### src/rtl/stereo_pkg.sv
// Shared definitions for the stereo frame loader: frame geometry, pixel and
// address widths, the loader state encoding and the raster address helper.
package stereo_pkg;

  localparam int IMG_W       = 128;
  localparam int IMG_H       = 16;
  localparam int PIX_W       = 3;
  localparam int ADDR_W      = 11;
  localparam int X_W         = 7;
  localparam int Y_W         = 4;
  localparam int SUM_W       = 14;
  localparam int FRAME_BEATS = IMG_W * IMG_H;

  typedef enum logic [1:0] {
    IDLE = 2'd0,
    LOAD = 2'd1,
    FULL = 2'd2
  } state_t;

  // Memory address layout is {y, x} so a row is a contiguous 128-word block.
  function automatic logic [ADDR_W-1:0] raster_addr(input logic [Y_W-1:0] y,
                                                    input logic [X_W-1:0] x);
    return {y, x};
  endfunction

endpackage

### src/rtl/frame_addr_cnt.sv
// Raster x/y counter for the frame loader. Holds the address of the next
// beat of a frame; a sof beat reloads it to pixel (1,0) because the sof beat
// itself is written at address 0. The last flag marks pixel (127,15).
module frame_addr_cnt
  import stereo_pkg::*;
(
  input  logic              clk,
  input  logic              rst,
  input  logic              step,
  input  logic              sof_load,
  output logic [ADDR_W-1:0] addr,
  output logic              last
);

  logic [X_W-1:0] x;
  logic [Y_W-1:0] y;

  // Advance x-fastest; x wraps at the row end and carries into y.
  always_ff @(posedge clk) begin
    if (rst) begin
      x <= '0;
      y <= '0;
    end else if (sof_load) begin
      x <= X_W'(1);
      y <= '0;
    end else if (step) begin
      if (x == X_W'(IMG_W - 1)) begin
        x <= '0;
        y <= y + 1'b1;
      end else begin
        x <= x + 1'b1;
      end
    end
  end

  assign addr = raster_addr(y, x);
  assign last = (x == X_W'(IMG_W - 1)) && (y == Y_W'(IMG_H - 1));

endmodule

### src/rtl/frame_loader.sv
// Stereo frame loader: accepts left/right pixel pairs in raster order and
// writes one 128x16 frame into both image memories, then holds the frame
// (frame_ready) until the disparity engine acknowledges it.
// Optional feature: define FRAME_SUM_EN to add the f_sum output, the running
// sum of all left pixels of the current frame.
//
// state | meaning
// IDLE  | waiting for a sof beat; non-sof beats are consumed and dropped
// LOAD  | writing beats at the raster address; sof restarts the frame
// FULL  | frame complete, input stalled, waiting for frame_ack
module frame_loader
  import stereo_pkg::*;
(
  input  logic              clk,
  input  logic              rst,
  input  logic              pix_valid,
  output logic              pix_ready,
  input  logic              pix_sof,
  input  logic [PIX_W-1:0]  pix_f,
  input  logic [PIX_W-1:0]  pix_g,
  output logic              we,
  output logic [ADDR_W-1:0] wr_addr,
  output logic [PIX_W-1:0]  wr_data_f,
  output logic [PIX_W-1:0]  wr_data_g,
  output logic              frame_ready,
  input  logic              frame_ack,
  output logic              resync_err
`ifdef FRAME_SUM_EN
  ,
  output logic [SUM_W-1:0]  f_sum
`endif
);

  state_t            state;
  logic              accept;
  logic              sof_beat;
  logic              load_beat;
  logic [ADDR_W-1:0] cnt_addr;
  logic              cnt_last;

  // pix_ready is 0 in FULL, so no beat can be accepted there.
  assign accept    = pix_valid && pix_ready;
  assign sof_beat  = accept && pix_sof;
  assign load_beat = accept && !pix_sof && (state == LOAD);

  frame_addr_cnt u_addr_cnt (
    .clk      (clk),
    .rst      (rst),
    .step     (load_beat),
    .sof_load (sof_beat),
    .addr     (cnt_addr),
    .last     (cnt_last)
  );

  // Sequencing FSM; pix_ready follows the next state so it drops in the
  // same cycle FULL is entered, frame_ready trails FULL by one cycle so the
  // final write has landed before the frame is advertised.
  always_ff @(posedge clk) begin
    if (rst) begin
      state       <= IDLE;
      pix_ready   <= 1'b0;
      frame_ready <= 1'b0;
      resync_err  <= 1'b0;
    end else begin
      resync_err  <= 1'b0;
      frame_ready <= 1'b0;
      case (state)
        IDLE: begin
          pix_ready <= 1'b1;
          if (sof_beat) begin
            state <= LOAD;
          end
        end
        LOAD: begin
          pix_ready <= 1'b1;
          if (sof_beat) begin
            resync_err <= 1'b1;
          end else if (load_beat && cnt_last) begin
            state     <= FULL;
            pix_ready <= 1'b0;
          end
        end
        FULL: begin
          if (frame_ack) begin
            state     <= IDLE;
            pix_ready <= 1'b1;
          end else begin
            pix_ready   <= 1'b0;
            frame_ready <= 1'b1;
          end
        end
        default: begin
          state     <= IDLE;
          pix_ready <= 1'b0;
        end
      endcase
    end
  end

  // Registered memory write port; address and data hold between writes.
  always_ff @(posedge clk) begin
    if (rst) begin
      we        <= 1'b0;
      wr_addr   <= '0;
      wr_data_f <= '0;
      wr_data_g <= '0;
    end else begin
      we <= sof_beat || load_beat;
      if (sof_beat || load_beat) begin
        wr_addr   <= sof_beat ? '0 : cnt_addr;
        wr_data_f <= pix_f;
        wr_data_g <= pix_g;
      end
    end
  end

`ifdef FRAME_SUM_EN
  // Left-pixel sum: restarts with the sof pixel, frozen outside LOAD beats.
  always_ff @(posedge clk) begin
    if (rst) begin
      f_sum <= '0;
    end else if (sof_beat) begin
      f_sum <= SUM_W'(pix_f);
    end else if (load_beat) begin
      f_sum <= f_sum + SUM_W'(pix_f);
    end
  end
`endif

endmodule

### config.mk
export PLATFORM = sky130hd
export DESIGN_NAME = frame_loader
export DESIGN_NICKNAME = d
export VERILOG_FILES = /design/src/rtl/stereo_pkg.sv /design/src/rtl/frame_addr_cnt.sv /design/src/rtl/frame_loader.sv
export SDC_FILE = /design/constraint.sdc
export NUM_CORES = 1
export LEC_CHECK = 0
export CAP_MARGIN = 20
export CORE_ASPECT_RATIO = 1.1
export CORE_MARGIN = 2
export CORE_UTILIZATION = 40
export CTS_CLUSTER_SIZE = 12
export DETAILED_ROUTE_END_ITERATION = 10
export PLACE_DENSITY = 0.69
export SYNTH_ARGS = -nofsm -noshare
export SYNTH_HDL_FRONTEND = slang
export SYNTH_SLANG_ARGS = --single-unit
### constraint.sdc
create_clock -name clk -period 1.5 [get_ports clk]
set_input_delay 0.15 -clock clk [delete_from_list [all_inputs] [get_ports clk]]
set_output_delay 0.15 -clock clk [all_outputs]
set_load 0.005 [all_outputs]
==> flow_summary.yaml <==
synth:
  yosys-top-cells-count: "dfxtp_1 (34), nand2_1 (18), nor2_1 (17)"
  yosys.cell_count.top_type: "dfxtp_1"
  synth_nets: 159
  synth_area_per_cell_sq_um: 9.29
  synth_warnings: 0
  synth_edf_count: 0
  synth_top_area_frac: 0.502
  synth.cell_area_sq_um: 1360
  synth_top_area_cell: "dfxtp_1"
  yosys.cell_types.count: 31
  async_flop_share: 0
  ys_seq_area_frac: 0.502
  synth-main-ff-cell: "dfxtp_1"
  ys_top_cells_by_area: "dfxtp_1 (50%), mux2i_1 (5.9%), a21oi_1 (5.2%), nand3_1 (5.2%), nand2_1 (5.0%)"
  postSynthCellCount: 146
  synth_seq_cells: 34
clock_tree:
  cts_buffers: 5
  h-tree-depth: 2
  clock-root-buffer: "clkbuf_4"
  cts.sinks: 34
  clk_pin_slew_ns: 0.10
  clkLatencyLatePin_ns: 0.33
  cts_tree: "built"
  clock_path_buffers: 2
timing:
  max_freq_mhz: 719
  setup_violations: 0
  hold_slack_ns: 0.424
  min_period_ns: 1.39
  grt_setup_unrepaired: "no"
  tightest_slew_ns: 0.387
  post-route-period-util: 0.927
  slew-limit-headroom: 0.738
  final.setup.tns_ns: 0
  hold_viol: 0
  layout_setup_ws_ns: 0.109
  clock_skew_ns: 0.0115
  slew_viol_final: 0
worst_setup_path:
  crit_required_ns: 1.72
  worstSetupPathType: "flip-flop to flip-flop"
  crit_path_max_fanout: 4
  end_kind: "flip-flop"
  critPathLaunchType: "flip-flop"
  reg2reg_slack_ns: 0.11
  arrival_ns: 1.61
  rr_endpoint: "u_addr_cnt.y[1]$_SDFFE_PP0P_"
  reg2regPathDepth: 6
  reg2reg_from: "u_addr_cnt.x[0]$_SDFFE_PP0P_"
pwr:
  p_int_mw: 1.18
  clock_power_share: 0.303
  leakagePower_nw: 0.813
  seq_power_share: 0.601
  pwr-share-comb: 0.095
  power.switching_mw: 0.360
  irDropWorstVdd_mv: 0.492
  powerDensity_nw_per_um2: 775
  p_sw_frac: 0.234
route:
  drtAntennaViolNets: 0
  viasPerCell: 5.41
  wire_per_inst_microns: 13.9
  remaining_drc_errors: 0
  firstDrtPassIters: 4
  wl_microns: 3330
  drt_iter0_markers: 52
  vias: 1293
grt:
  grt_first_pass_wirelength_microns: 5750
  grt_use_met3: 0.0778
  grt_max_degree: 13
  top_usage_layer: "met2"
  grt_pass1_vias: 1329
  grtUsageMet2: 0.331
  gr-total-overflow: 0
  antenna_found_initial: 0
  met1_usage: 0.214
  grt_use_total: 0.199
final_layout:
  nets: 216
  n_antenna_cell: 0
  drive_above_1_share: 0.217
  multiInputGateArea_sq_um: 677
  syn2layout_area_growth_pct: 45.9
  final_area_sq_um: 1980
  nFillCells: 295
  final-seq-area_sq_um: 684
status:
  status: "complete, no violations"
floorplan:
  die_h_microns: 65.1
  start_util: 0.411
  ioPinCount: 32
  die_w_microns: 59.5
  dieArea_sq_um: 3870
  core-area_sq_um: 3300
  num_rows: 22
min_path:
  worstHoldEndpoint: "frame_ready$_SDFF_PP0_"
  min_from: "frame_ack"
  hp-class: "input pin to flip-flop"
  worst_hold_path.num_cells: 2
placement:
  dpl_worst_slack_ns: -0.197
  placedInstanceArea_sq_um: 1890
  globalplace.congestion: 0.813
  dpl.hpwl_microns: 2560
  port_buffers: 31
job:
  timing.max_cap.violations: 0
==> critical path: stages, from the launching register on <==
cell,delay [ns]
dfxtp_2,0.36
ha_4,0.15
nand3_4,0.08
nor4_4,0.29
buf_4,0.19
mux2i_1,0.17
nor2_1,0.05
==> through the flow <==
step	total power [mW]	std cells	util
after global placement	1.08	231	0.571
after global routing	1.62	239	0.599
after detailed placement	1.09	231	0.571
final	1.54	239	0.599
after CTS	1.55	238	0.585
after floorplan	0.997	146	-
==> layout by cell type (no fill, tap or decap), types with 3 or more instances in the layout <==
cell type        Yosys  routed
buf_4                0      26
clkbuf_4             0       5
nand2_1             18      18
nand3_1             14      13
dfxtp_2              0       3
dfxtp_1             34      31
a31oi_1              3       3
nor2_1              17      16
xnor2_1              4       4
mux2i_1              8       8
a21oi_1             14      14
clkdlybuf4s50_1      0      30
nand2b_1             3       3
==> per-layer routing <==
| metal | vias to the layer above | share of wire |
|---|---|---|
| met5 | - | 0 |
| met4 | 0 | 0.020 |
| met3 | 6 | 0.052 |
| met2 | 37 | 0.52 |
| met1 | 618 | 0.41 |
| li1 | 632 | - |
==> power by group through the flow <==
stage	clock network, mW	registers (mW)	logic, mW
after CTS	0.482	0.922	0.147
final	0.466	0.923	0.146
after global routing	0.532	0.925	0.159
after global placement	0	0.942	0.142
after detailed placement	0	0.943	0.146
after floorplan	0	0.946	0.0518
==> registers in the layout, summed over array words and instances (netlist names) <==
register	flops
u_addr_cnt.y	4
pix_ready	1
resync_err	1
frame_ready	1
wr_data_g	3
we	1
state	2
wr_data_f	3
u_addr_cnt.x	7
wr_addr	11
==> logic make-up after synthesis <==
family / count (synthesis) / synth area share
flops: 34 / 0.502
buf+inv: 8 / 0.0240
compound gates: 25 / 0.122
mux: 8 / 0.0590
xor+xnor: 4 / 0.0258
simple gates: 65 / 0.249
fa+ha+maj: 2 / 0.0184
==> final cells by class <==
cell class | instances | area share
timing repair buffer | 58 | 0.267
multi-input combinational | 104 | 0.342
clock buffer | 7 | 0.0228
sequential | 34 | 0.346
tap | 36 | 0.0228
==> worst max path at each step <==
stage | to | start | slack (ns) | cells after the start
2_1_floorplan | state[0]$_SDFFE_PP0P_ | pix_ready$_SDFF_PP0_ | 0.02 | 4
3_3_place_gp | u_addr_cnt.y[1]$_SDFFE_PP0P_ | pix_valid | -0.16 | 6
3_5_place_dp | u_addr_cnt.y[1]$_SDFFE_PP0P_ | pix_valid | -0.20 | 6
4_1_cts | pix_ready | pix_ready$_SDFF_PP0_ | 0.01 | 2
5_1_grt | state[0]$_SDFFE_PP0P_ | state[1]$_SDFFE_PP0P_ | 0.02 | 4
6_report | u_addr_cnt.y[1]$_SDFFE_PP0P_ | u_addr_cnt.x[0]$_SDFFE_PP0P_ | 0.11 | 6
==> repair_timing <==
action,CTS,global route
hold buffers,0,0
endpoints found under the hold margin,0,0
resized for setup,1,9
pin swaps,0,2
setup buffers,0,1
gates cloned,0,0
endpoints found under the setup margin,1,10
Note: power is estimated with default switching activity, not from simulation.
